--- src/rtl/fsm_pkg.sv ---
// rtl/fsm_pkg.sv - shared state and display encodings for the faregate controller
package fsm_pkg;

  typedef enum logic [1:0] {
    IDLE,
    CHECK,
    OPEN,
    DENY
  } state_e;

  typedef enum logic [1:0] {
    DISP_READY    = 2'b00,
    DISP_OK       = 2'b01,
    DISP_INACTIVE = 2'b10,
    DISP_NOFUNDS  = 2'b11
  } disp_e;

endpackage

--- src/rtl/fsm_edge_det.sv ---
// rtl/fsm_edge_det.sv - 1-bit rising-edge detector; a held input fires once
module edge_det (
  input  logic clk,
  input  logic rst_n,
  input  logic d,
  output logic rise
);

  logic q;

  always_ff @(posedge clk or negedge rst_n) begin
    if (!rst_n) q <= 1'b0;
    else        q <= d;
  end

  assign rise = d & ~q;

endmodule

--- src/rtl/fsm.sv ---
// rtl/fsm.sv - faregate controller: tap, card check, timed open or denial display
module fsm
  import fsm_pkg::*;
#(
  parameter int OPEN_CYCLES = 3,
  parameter int DENY_CYCLES = 3
) (
  input  logic       clk,
  input  logic       rst_n,
  input  logic       nfc,
  input  logic       card_active,
  input  logic       fund_enough,
  output logic       open,
  output logic       reduce_bal,
  output logic [1:0] disp
);

  localparam int MAX_CYCLES = (OPEN_CYCLES > DENY_CYCLES) ? OPEN_CYCLES : DENY_CYCLES;
  localparam int TW         = $clog2(MAX_CYCLES + 1);

  state_e        state;
  logic [TW-1:0] timer;
  logic          tap;

  edge_det u_edge_det (
    .clk  (clk),
    .rst_n(rst_n),
    .d    (nfc),
    .rise (tap)
  );

  // Outputs are assigned alongside the state transition so they reflect the
  // state being entered, with no input-to-output combinational path.
  always_ff @(posedge clk or negedge rst_n) begin
    if (!rst_n) begin
      state      <= IDLE;
      timer      <= '0;
      open       <= 1'b0;
      reduce_bal <= 1'b0;
      disp       <= DISP_READY;
    end else begin
      reduce_bal <= 1'b0;
      case (state)
        IDLE: begin
          if (tap) state <= CHECK;
        end
        CHECK: begin
          if (!card_active) begin
            state <= DENY;
            disp  <= DISP_INACTIVE;
            timer <= TW'(DENY_CYCLES);
          end else if (!fund_enough) begin
            state <= DENY;
            disp  <= DISP_NOFUNDS;
            timer <= TW'(DENY_CYCLES);
          end else begin
            state      <= OPEN;
            open       <= 1'b1;
            reduce_bal <= 1'b1;
            disp       <= DISP_OK;
            timer      <= TW'(OPEN_CYCLES);
          end
        end
        OPEN, DENY: begin
          if (timer == TW'(1)) begin
            state <= IDLE;
            open  <= 1'b0;
            disp  <= DISP_READY;
            timer <= '0;
          end else begin
            timer <= timer - TW'(1);
          end
        end
        default: state <= IDLE;
      endcase
    end
  end

endmodule

--- config.mk ---
export PLATFORM = sky130hd
export DESIGN_NAME = fsm
export DESIGN_NICKNAME = d
export VERILOG_FILES = /design/src/rtl/fsm_pkg.sv /design/src/rtl/fsm_edge_det.sv /design/src/rtl/fsm.sv
export SDC_FILE = /design/constraint.sdc
export NUM_CORES = 1
export LEC_CHECK = 0
export ABC_AREA = 0
export ABC_CLOCK_PERIOD_IN_PS = 1000
export CAP_MARGIN = 25
export CORE_AREA = 8 8 45 47
export CTS_CLUSTER_SIZE = 14
export DETAILED_ROUTE_END_ITERATION = 8
export DIE_AREA = 0 0 53 55
export PLACE_DENSITY = 0.63
export SYNTH_ARGS = -nofsm -noshare
export SYNTH_HDL_FRONTEND = slang
export SYNTH_HIERARCHICAL = 1
export SYNTH_SLANG_ARGS = --single-unit
export TNS_END_PERCENT = 1
--- constraint.sdc ---
create_clock -name clk -period 1 [get_ports clk]
set_input_delay 0.2 -clock clk [delete_from_list [all_inputs] [get_ports clk]]
set_output_delay 0.2 -clock clk [all_outputs]
set_load 0.02 [all_outputs]
==> impl_metrics.ini, run 1 <==
[timing]
fmax_mhz = 987.8
rsz0062_at_grt = true
finalMaxSlewViolations = 0
fin_crit_sh_pct = 101.2
tns_ns = -0.02313
relSlewSlack_pct = 88.57
setup_ws_ns = -0.01237
fin_crit_ns = 1.012
finalHoldWorstSlack_ns = 0.2155
worst_slew_pin_slew_ns = 0.1708
final-hold-violation-count = 0
setup_viol = 2
fin_skew_ns = 0.0003187

[flow_run]
drv_cap = 0

[setup_path]
r2r_cells = 4
criticalPathCategory = register to output port
crit_path_top_delay_cell = dfrtp_1
critPathRequiredTime_ns = 0.80
critPathCaptureType = output port
crit_buf_inv = 1
arrival_ns = 0.81
rr_startpoint = timer[1]$_DFFE_PN0P_
cp_top_family = flip-flops
reg2reg_slack_ns = -0.01
cp_slowest_stage_delay_ns = 0.41
path_cells = buf_6
worstSetupStartpointType = register
cp_max_fo = 2
regToRegEndpoint = state[0]$_DFFE_PN0P_

[yosys]
synth_nets = 40
syn_inst = 34
synth-xor-area-share_pct = 0
yosysTopAreaCellShare_pct = 56.25
synth.most_common_cell = dfrtp_1
synth_top_family_by_area = compound AO/OA/AOI/OAI gates
synthesis.area_um2 = 400.4
yosysTopAreaCell = dfrtp_1
syn_avg_cell_area_um2 = 11.78
synth_area_leaders = dfrtp_1 56%, a32o_1 5.0%, o21ai_0 3.8%
ys_types = 18
synth-adder-area-share_pct = 3.125
synth_common_cells = 9 x dfrtp_1, 3 x nor2_1, 3 x o21ai_0
synth_compound_area_share_pct = 18.44
synth_edf_count = 0
synth_mux_area_share_pct = 2.500
ys_ff_latch = 9
yosys_warnings = 6
async_flop_share_pct = 100.0
synthSimpleGateAreaFrac_pct = 13.13
seq_area_frac_synth_pct = 56.25
synth_ff_type = dfrtp_1

[placement]
routabilityCongestion = 0.7425
placed_cells_incl_taps = 66
port_buffers = 8
hpwl_um = 603.5

[clock_tree]
clock_latency_ns = 0.26
clk_pin_slew_worst_paths_ns = 0.06
cts_buffers = 3
root_buffer = clkbuf_4
cts_sinks = 9
clock_path_buffers = 2
holdBufCountCts = 0
cts.htree.levels = 1
cts_tree = done

[drt]
avgRoutedWirePerCell_um = 12.39
vias = 315
wirelength_um = 867
drt-initial-drc-count = 6
first_pass_iters = 3
drc = 0
via_per_inst = 4.500
ant_nets = 0

[floorplanning]
fp-row-count = 14
initial_core_util_pct = 28.93
die_h_um = 55
die_w_um = 53
num_io_pins = 9
core_area_mm2 = 0.001384
die_area_mm2 = 0.002915

[layout]
nNetsFinal = 61
final_cells = 70
syn_to_final_growth_pct = 46.87
drive_gt1_share_pct = 42.59
final.fill_count = 144
antennaDiodeCount = 0

[grt]
overflow = 0
grt_max_degree = 10
antenna_found_initial = 0
grt_pass1_vias = 326
grt_usage_pct = 6.946
grt_pass1_wl_um = 1428

[hold_path]
hold_class = input port to asynchronous set/reset pin

[run_status]
violations = negative setup slack
status = complete, but fails checks

[power_and_ir_drop]
max-vdd-ir-drop_mv = 1.159
p_leak_nw = 0.2788
power_density_mw_per_mm2 = 2933
==> layer usage <==
metal	vias to the layer above	routed length (µm)	GRT usage, %
li1	158	-	-
met1	150	396	7.165
met2	5	420	11.13
met3	2	27	1.337
met4	0	21	7.759
met5	-	0	0
==> worst reg2reg max path, stage by stage (launching register included) <==
cell and delay [ns]:
dfrtp_1 0.38, inv_2 0.07, ha_4 0.15, nand2_1 0.06, a32o_1 0.24
==> worst max-delay path by stage <==
stage                                       to  cells past startpoint  slack [ns]                 start
after floorplan           state[0]$_DFFE_PN0P_                      4        0.02  timer[1]$_DFFE_PN0P_
after CTS                              disp[1]                      1       -0.03   disp[1]$_DFFE_PN0P_
after detailed placement   disp[1]$_DFFE_PN0P_                      3       -0.18           card_active
after global routing                   disp[1]                      1       -0.05   disp[1]$_DFFE_PN0P_
after global placement                 disp[1]                      1       -0.16   disp[1]$_DFFE_PN0P_
final                                  disp[1]                      1       -0.01   disp[1]$_DFFE_PN0P_
==> area by class of cell <==
class	count	area (µm²)	share of cell area [%]
Multi-Input combinational cell	21	161.4	27.45
Tap cell	16	20.02	3.404
Inverter	2	7.507	1.277
Sequential cell	9	227.7	38.72
Timing Repair Buffer	18	145.1	24.68
Clock buffer	4	26.28	4.468
==> state kept, by name, summed over array words and instances, names as in the netlist <==
register and cells:
u_edge_det/q 1, reduce_bal 1, timer 2, disp 2, state 2, open 1
==> stage by stage <==
step                      total power [mW]  utilization (%)  setup slack, ns  cell area (µm²)
after detailed placement             1.420            41.14          -0.1834            569.3
final                                1.725            42.50         -0.01237            588.1
after floorplan                      1.086                -          0.01755            412.9
after global placement               1.412            41.14          -0.1585            569.3
after global routing                 1.850            42.50         -0.04662            588.1
after CTS                            1.704            41.59         -0.03262            575.6
==> repair_timing <==
| item | 4_1_cts | 5_1_grt |
|---|---|---|
| endpoints found under the hold margin | 0 | 0 |
| buffers inserted | 0 | 0 |
| gates resized for setup | 17 | 6 |
| pin swaps | 0 | 2 |
| endpoints found under the setup margin | 6 | 8 |
==> power breakdown <==
| group | internal, mW | total, mW | switching, mW |
|---|---|---|---|
| sequential | 0.500 | 0.645 | 0.145 |
| combinational | 0.467 | 0.792 | 0.325 |
| clock | 0.154 | 0.288 | 0.134 |
| total | 1.12 | 1.72 | 0.603 |
==> kinds of logic after synthesis <==
logic type               after synthesis
AO/OA/AOI/OAI                         10
adder cells (fa/ha/maj)                1
buffers and inverters                  4
flip-flops                             9
multiplexers                           1
AND/OR/NAND/NOR                        9
==> placed cells by master (no fill, tap or decap), types with 2 or more instances in the layout <==
cell type,synthesis,routed
buf_2,0,3
o21ai_1,1,2
o21ai_0,3,2
nand2_1,2,2
nor2_1,3,3
clkdlybuf4s50_1,0,4
dfrtp_1,9,7
buf_6,1,2
a32o_1,2,2
buf_4,1,9
nand3b_1,2,2
clkbuf_4,0,3
dfrtp_2,0,2
Power figures use the tool's default switching activity.
==> run 2: changes to the inputs <==
--- a/config.mk
+++ b/config.mk
@@ -6,12 +6,12 @@
 export NUM_CORES = 1
 export LEC_CHECK = 0
 export ABC_AREA = 0
-export ABC_CLOCK_PERIOD_IN_PS = 1000
+export ABC_CLOCK_PERIOD_IN_PS = 800
 export CAP_MARGIN = 25
-export CORE_AREA = 8 8 45 47
+export CORE_AREA = 3 3 40 42
 export CTS_CLUSTER_SIZE = 14
 export DETAILED_ROUTE_END_ITERATION = 8
-export DIE_AREA = 0 0 53 55
+export DIE_AREA = 0 0 43 45
 export PLACE_DENSITY = 0.63
 export SYNTH_ARGS = -nofsm -noshare
 export SYNTH_HDL_FRONTEND = slang
==> constraint.sdc (replaced) <==
create_clock -name clk -period 0.8 [get_ports clk]
set_input_delay 0.16 -clock clk [delete_from_list [all_inputs] [get_ports clk]]
set_output_delay 0.16 -clock clk [all_outputs]
set_load 0.02 [all_outputs]
==> run 2 against run 1 <==
  * The flow still finishes with violations (negative setup slack)
  * Sequential share of layout area shrank 0.68 points
  * Clock skew grew 0.0019 ns
  * Design area increased by 2.3%
  * Power grew 26%
  * Highest routed layer is now met3
==> impl_metrics.ini, run 2 (synthesis gave the netlist of run 1 again) <==
[grt]
grt_pass1_vias = 268
overflow = 0
grt_max_degree = 11
grt_pass1_wl_um = 1214
antenna_found_initial = 0
grt_usage_pct = 9.267

[layout]
top_regs = disp x2, state x2, timer x2
antennaDiodeCount = 0
final_cells = 67
final_cell_mix = 6 x dfrtp_1, 5 x buf_4, 4 x clkdlybuf4s50_1, 4 x buf_6
layout_commonest_cell = dfrtp_1
fin_util_pct = 46.84
fin_area_um2 = 601.8
drive_gt1_share_pct = 50.00
syn_to_final_growth_pct = 50.31
nNetsFinal = 59

[clock_tree]
cts.htree.levels = 1
holdBufCountCts = 0
root_buffer = clkbuf_4
cts_buffers = 3
clk_pin_slew_worst_paths_ns = 0.06
clock_latency_ns = 0.26
cts_tree = done
cts_sinks = 9
clock_path_buffers = 2

[timing]
fmax_mhz = 1005
relSlewSlack_pct = 88.00
final-hold-violation-count = 0
finalMaxSlewViolations = 0
fin_crit_sh_pct = 124.4
worst_slew_pin_slew_ns = 0.1800
fin_skew_ns = 0.002184
rsz0062_at_grt = true
finalHoldWorstSlack_ns = 0.1857
setup_viol = 12
fin_crit_ns = 0.9953
setup_ws_ns = -0.1953

[setup_path]
r2r_cells = 3
worstSetupStartpointType = register
rr_startpoint = disp[1]$_DFFE_PN0P_
regToRegEndpoint = disp[1]$_DFFE_PN0P_
critPathRequiredTime_ns = 0.95
cp_max_fo = 2
critPathCaptureType = register
reg2reg_slack_ns = -0.20
arrival_ns = 1.14
criticalPathCategory = register to register

[power_and_ir_drop]
max-vdd-ir-drop_mv = 1.658
power_density_mw_per_mm2 = 3606
p_leak_nw = 0.2718
finalPower_mw = 2.170

[floorplanning]
core_area_mm2 = 0.001285
die_h_um = 45
initial_core_util_pct = 31.16
die_area_mm2 = 0.001935
num_io_pins = 9
fp-row-count = 13
die_w_um = 43

[placement]
hpwl_um = 537.8
port_buffers = 8
placed_cells_incl_taps = 61
place_area_um2 = 539.3
routabilityCongestion = 0.7205

[drt]
vias = 314
first_pass_iters = 4
ant_nets = 0
drc = 0
highest_layer = met3
drt-initial-drc-count = 1
wl_met2_um = 370
met1_length_um = 341
avgRoutedWirePerCell_um = 11.78
via_per_inst = 4.687
wirelength_um = 789
dr_wl_met3_um = 77

[flow_run]
drv_cap = 0

[run_status]
status = complete, but fails checks
violations = negative setup slack

[hold_path]
hold_class = input port to asynchronous set/reset pin
## run 2: what timing repair did
action	4_1_cts	5_1_grt
gates cloned	0	0
endpoints found under the setup margin	12	12
gates resized for setup	27	6
buffers inserted	1	1
pin swaps	5	2
## run 2: area by class of cell
type,instances,area [µm²]
fillers,123,683.2
flip-flops and latches,9,229.0
well taps,15,18.77
inverters,2,7.507
repair buffers,16,137.6
clock buffers,4,26.28
multi-input cells,21,182.7
## run 2: through the flow
step | worst slack [ns] | setup TNS [ns]
floorplan | -0.1350 | -0.5989
global placement | -0.3344 | -2.736
detailed placement | -0.3418 | -2.888
CTS | -0.1935 | -1.603
global route | -0.2311 | -1.929
finish | -0.1953 | -1.538
## run 2: layer usage
metal,vias up,track usage [%]
met1,143,10.97
met3,0,7.171
met4,0,3.614
met2,15,12.57
met5,-,0
li1,156,-
## run 2: worst max-delay path by stage
stage / from / end / slack (ns) / cells after the start
5_1_grt: disp[1]$_DFFE_PN0P_ / disp[1]$_DFFE_PN0P_ / -0.23 / 3
6_report: disp[1]$_DFFE_PN0P_ / disp[1]$_DFFE_PN0P_ / -0.20 / 3
2_1_floorplan: state[0]$_DFFE_PN0P_ / disp[1]$_DFFE_PN0P_ / -0.14 / 3
4_1_cts: disp[1]$_DFFE_PN0P_ / disp[1]$_DFFE_PN0P_ / -0.19 / 3
3_3_place_gp: card_active / disp[1]$_DFFE_PN0P_ / -0.33 / 3
3_5_place_dp: card_active / disp[1]$_DFFE_PN0P_ / -0.34 / 3
## run 2: power breakdown
| group | leakage (nW) | internal (mW) | switching (mW) |
|---|---|---|---|
| Sequential | 0.109 | 0.630 | 0.185 |
| Combinational | 0.148 | 0.583 | 0.424 |
| Clock | 0.0150 | 0.192 | 0.156 |
| Total | 0.272 | 1.40 | 0.765 |
## run 2: critical path: stages (launching register included)
cell	delay (ns)
dfrtp_2	0.41
buf_6	0.12
o21ba_1	0.16
a32o_1	0.20
==> run 3: changes to the inputs <==
--- a/config.mk
+++ b/config.mk
@@ -12,7 +12,9 @@
 export CTS_CLUSTER_SIZE = 14
 export DETAILED_ROUTE_END_ITERATION = 8
 export DIE_AREA = 0 0 43 45
+export GPL_ROUTABILITY_DRIVEN = 0
 export PLACE_DENSITY = 0.63
+export SLEW_MARGIN = 5
 export SYNTH_ARGS = -nofsm -noshare
 export SYNTH_HDL_FRONTEND = slang
 export SYNTH_HIERARCHICAL = 1
==> results of run 3 <==
Same layout as run 2: the final DEF is identical, and so are final timing and power.
==> RTL change 1 (settings of run 1) <==
Set the parameter `DENY_CYCLES` to 6 (it was 3).
--- a/src/rtl/fsm.sv
+++ b/src/rtl/fsm.sv
@@ -5,3 +5,3 @@
   parameter int OPEN_CYCLES = 3,
-  parameter int DENY_CYCLES = 3
+  parameter int DENY_CYCLES = 6
 ) (
Function: changed (Yosys sat finds a counterexample within 10 cycles, from zero or initial values and one cycle with rst_n low).
==> RTL change 1 against run 1 <==
Clock skew is essentially flat. Non-clock buffer count grew 2. Power grew 25%. Largest power group unchanged. Highest routed layer unchanged. Critical path type is now reg -> reg. Clock power shrank 9.7%. Core utilization grew 8.7 points. Final area grew 20%. The run still ends with setup timing left. Area after synthesis grew 20%. Largest cell class unchanged. Worst setup slack lost 220 ps. Wire length grew 15%. Sequential cell count grew 1. Worst hold slack gained 6.2 ps. First-iteration DRC count is the same. Critical path depth grew 4.
==> RTL change 1: results (changes against run 1) <==
Syn Inst Count -> 42 (+24%)
DR WL/cell -> 12.5 µm (+0.72%)
Compound-Gate Fraction of Synth Area -> 13.8% (-4.7 points)
Placed cell count -> 75 (+14%)
Critical path class -> reg -> reg
Final #Nets -> 73 (+20%)
Vias in the first global route -> 408 (+25%)
Count of cell types in the netlist -> 22 (+4)
Int Power -> 1390 µW (+24%)
Final WS setup -> -236 ps (-223 ps)
Drt pass-1 iters -> 4 (+1)
Area share of fa/ha/maj cells after synthesis -> 5.19% (+2.1 points)
Regs by FF count -> timer: 3 flops, disp: 2 flops, state: 2 flops
Final hold slack -> 222 ps (+6.17 ps)
Pre-CTS WS -> -250 ps (-66.7 ps)
Post-DP HPWL -> 761 µm (+26%)
Status -> finished, violations left
Crit-path max FO -> 3 (+1)
Layout cells sized above 1 -> 48.4% (+5.8 points)
Syn nets -> 49 (+23%)
Area contributors post-synth -> dfrtp_1 (52%), nand2b_4 (5.7%), ha_1 (5.2%)
Drt total wl -> 998 µm (+15%)
Top post-synthesis cells by count -> dfrtp_1 (10), nand2_1 (5), inv_1 (4)
CP peak stage delay -> 370 ps (-40 ps)
Layout fillers -> 131 (-9.0%)
CP Data Arrival Time -> 1380 ps (+570 ps)
Skew final -> 0.690 ps (+0.372 ps)
Global-route wire length before repair -> 1760 µm (+23%)
Tot GR Track Use -> 8.54% (+1.6 points)
Worst vdd ir -> 1.54 mV (+33%)
Violated checks -> setup timing
Final setup viols -> 8 (+6)
Sequential element share of the synthesized area -> 51.9% (-4.3 points)
Multiplexer area fraction after synthesis -> 4.16% (+1.7 points)
==> RTL change 1: layer usage <==
metal  wire (µm)  global-route usage [%]  share of wire, %  vias up
met4          36                    7.76               3.6        0
met2         468                    12.9                47        8
li1            -                       -                 -      186
met3          39                    2.67               3.9        5
met5           0                       0                 0        -
met1         454                    9.50                45      165
==> RTL change 1: repair_timing <==
item	in CTS	in global routing
buffers inserted	2	0
resized for setup	21	5
pin swaps	3	1
hold endpoints to repair	0	0
endpoints found under the setup margin	12	13
==> RTL change 1: power groups by stage <==
stage / registers [µW] / clock network, µW / logic (µW)
global route: 758 / 298 / 1280
detailed placement: 734 / 0 / 1090
CTS: 731 / 274 / 1130
floorplan: 769 / 0 / 577
global placement: 718 / 0 / 1080
finish: 734 / 260 / 1170
==> RTL change 1: final cells by class <==
class / count / area, µm² / share of cell area (%)
clock buffers: 3 / 22.5 / 3.18
well taps: 16 / 20.0 / 2.83
inverters: 4 / 15.0 / 2.12
repair buffers: 20 / 163 / 23.0
multi-input cells: 27 / 236 / 33.4
flip-flops and latches: 10 / 251 / 35.5
==> RTL change 1: worst register-to-register path, delay by kind of cell (launching register included) <==
kind / cells / cell delay, ps
flip-flops: 1 / 370
AO/OA/AOI/OAI: 1 / 340
AND/OR/NAND/NOR: 2 / 200
adder cells (fa/ha/maj): 1 / 140
buffers and inverters: 1 / 80
==> RTL change 1: per-stage QoR <==
stage	cell area (µm²)	TNS, ps	util, %
6_report	708	-875	51.2
5_1_grt	708	-1290	51.2
4_1_cts	691	-968	49.9
3_5_place_dp	662	-2090	47.8
3_3_place_gp	662	-1950	47.8
2_1_floorplan	494	-533	-
==> RTL change 2 (config.mk and constraints of run 1) <==
Made on the original files. Re-encode `state_e` (4 states) as one-hot, 4 bits wide.
--- a/src/rtl/fsm_pkg.sv
+++ b/src/rtl/fsm_pkg.sv
@@ -3,7 +3,7 @@
 
-  typedef enum logic [1:0] {
-    IDLE,
-    CHECK,
-    OPEN,
-    DENY
+  typedef enum logic [3:0] {
+    IDLE  = 4'b0001,
+    CHECK = 4'b0010,
+    OPEN  = 4'b0100,
+    DENY  = 4'b1000
   } state_e;
Check against the original RTL: no difference found for any inputs over 10 cycles, from zero or initial values and one cycle with rst_n low; not proved beyond that.
==> RTL change 2 against run 1 <==
The run still ends with setup timing left. Final area increased by 30%. Sequential cell count increased by 2. Die area unchanged. Clock power up 9.0%. Synthesized cell count rose by 53%. Power decreased by 15%. Worst setup slack worse by 300 ps. Wire length increased by 52%. Core utilization rose by 13 points. Area after synthesis grew 41%.
==> RTL change 2: results (changes against run 1) <==
Final setup viols -> 13 (+11)
Largest area contributor in the synthesized netlist -> dfrtp_1
Vias in the first global route -> 475 (+46%)
Regs by FF count -> state: 4 flops, disp: 2 flops, timer: 2 flops
Area contributors post-synth -> dfrtp_1 (44%), buf_6 (6.0%), dfstp_2 (4.7%)
Syn Inst Count -> 52 (+53%)
Ys Warns -> 6 (unchanged)
Skew final -> 4.21 ps (+3.89 ps)
CP Data Arrival Time -> 1530 ps (+720 ps)
Synthesized-area fraction occupied by xor and xnor cells -> 1.56% (+1.6 points)
Worst R2R End -> timer[0]
Top post-synthesis cells by count -> dfrtp_1 (10), nand2_1 (6), o21ai_0 (4), buf_6 (3), nor2_1 (3)
Compound-Gate Fraction of Synth Area -> 12.4% (-6.0 points)
Worst skew pair latency -> 270 ps
Crit-path max FO -> 2 (unchanged)
Final WS setup -> -310 ps (-297 ps)
Violated checks -> setup timing
Ys async rst share -> 100% (unchanged)
Final Wtd Congestion -> 0.750 (+0.97%)
Leakage power -> 0.000331 µW (+19%)
Vias -> 473 (+50%)
Clk slew on worst S/H paths -> 70 ps
Layout cells sized above 1 -> 47.2% (+4.6 points)
Diode count -> 0 (unchanged)
Count of cell types in the netlist -> 27 (+9)
Slew margin rel. -> 74.1% (-14 points)
Status -> finished, violations left
Post-DP HPWL -> 902 µm (+50%)
Largest net degree at the start of global routing -> 12 (+2)
Drt total wl -> 1320 µm (+52%)
Worst vdd ir -> 1.25 mV (+8.2%)
Critical path class -> reg -> reg
Multiplexer area fraction after synthesis -> 0% (-2.5 points)
CTS Buffer Depth -> 2 (unchanged)
Final #Nets -> 79 (+30%)
Cts bufs inserted -> 3 (unchanged)
Placed cell count -> 83 (+26%)
Sequential element share of the synthesized area -> 49.1% (-7.1 points)
HP Class -> in -> async
Reg-to-Reg Start -> timer[0]
Syn nets -> 58 (+45%)
Iteration-0 DRC Markers -> 3 (-3)
Worst reg2reg path depth -> 4 (unchanged)
Tot GR Track Use -> 10.5% (+3.6 points)
IO Port Bufs -> 8 (unchanged)
Final Non-Filler Cells -> 88 (+26%)
Start point of the critical path -> timer[0]
Drt pass-1 iters -> 4 (+1)
Sw power -> 496 µW (-18%)
Area share of fa/ha/maj cells after synthesis -> 2.22% (-0.90 points)
Global-route wire length before repair -> 2190 µm (+53%)
Initial antenna violation count -> 0 (unchanged)
Htree depth -> 1 (unchanged)
Root buf cell -> clkbuf_4
==> RTL change 2: cell types whose count changed after synthesis, moves of 2 or more <==
cell	delta
nand2_1	+4
nor4_1	+2
a32o_1	-2
a31oi_1	+2
nor4b_1	+2
nand3b_1	-2
buf_6	+2
nor3_1	+2
==> RTL change 2: power by group through the flow <==
stage	registers (µW)	clock network, µW	logic [µW]
floorplan	677	0	201
global placement	621	0	473
detailed placement	627	0	486
CTS	621	318	458
global route	646	345	572
finish	629	314	519
==> RTL change 2: how the worst min path moves through the flow <==
| stage | end | slack [ps] |
|---|---|---|
| finish | timer[1] | 220 |
| global route | open | 230 |
| CTS | timer[1] | 230 |
| detailed placement | open | 500 |
| global placement | open | 490 |
| floorplan | disp[0] | -100 |
==> RTL change 2: per-layer routing <==
layer  track usage [%]  vias to the layer above  wire length (µm)
met3              2.94                        5                47
met2              16.8                       10               675
met5                 0                        -                 0
li1                  -                      225                 -
met1              11.4                      233               559
met4              9.05                        0                37
==> RTL change 2: cell families (layout without fill, tap and decap cells) <==
family,after synthesis,in the layout
simple gates,23,23
compound gates,11,11
flops,11,11
buf+inv,5,25
fa+ha+maj,1,1
xor+xnor,1,1
==> RTL change 2: metrics by stage <==
step	setup slack (ps)	utilization [%]	setup TNS (ps)	hold slack, ps	cell area [µm²]
after floorplan	-303	-	-1930	-95.6	563
after global placement	-316	51.1	-2920	490	707
after detailed placement	-361	51.1	-3190	500	707
after CTS	-309	53.0	-2160	228	733
after global routing	-364	55.4	-2880	230	767
final	-310	55.4	-2180	218	767
==> RTL change 2: cell type report <==
class | instances | area [µm²]
Fill cell | 121 | 617
Multi-Input combinational cell | 36 | 288
Sequential cell | 11 | 279
Timing Repair Buffer | 20 | 150
Clock buffer | 4 | 26.3
Tap cell | 16 | 20.0
Inverter | 1 | 3.75
==> RTL change 2: what timing repair did <==
item / CTS / global route
endpoints found under the setup margin: 13 / 14
pin swaps: 5 / 0
gates resized for setup: 24 / 4
buffers inserted: 1 / 1
==> RTL change 2: worst max-delay path: stages (launching register included) <==
cell and delay, ps:
dfrtp_1 410, buf_4 150, or4_1 450, o21ai_1 150, a21o_1 90
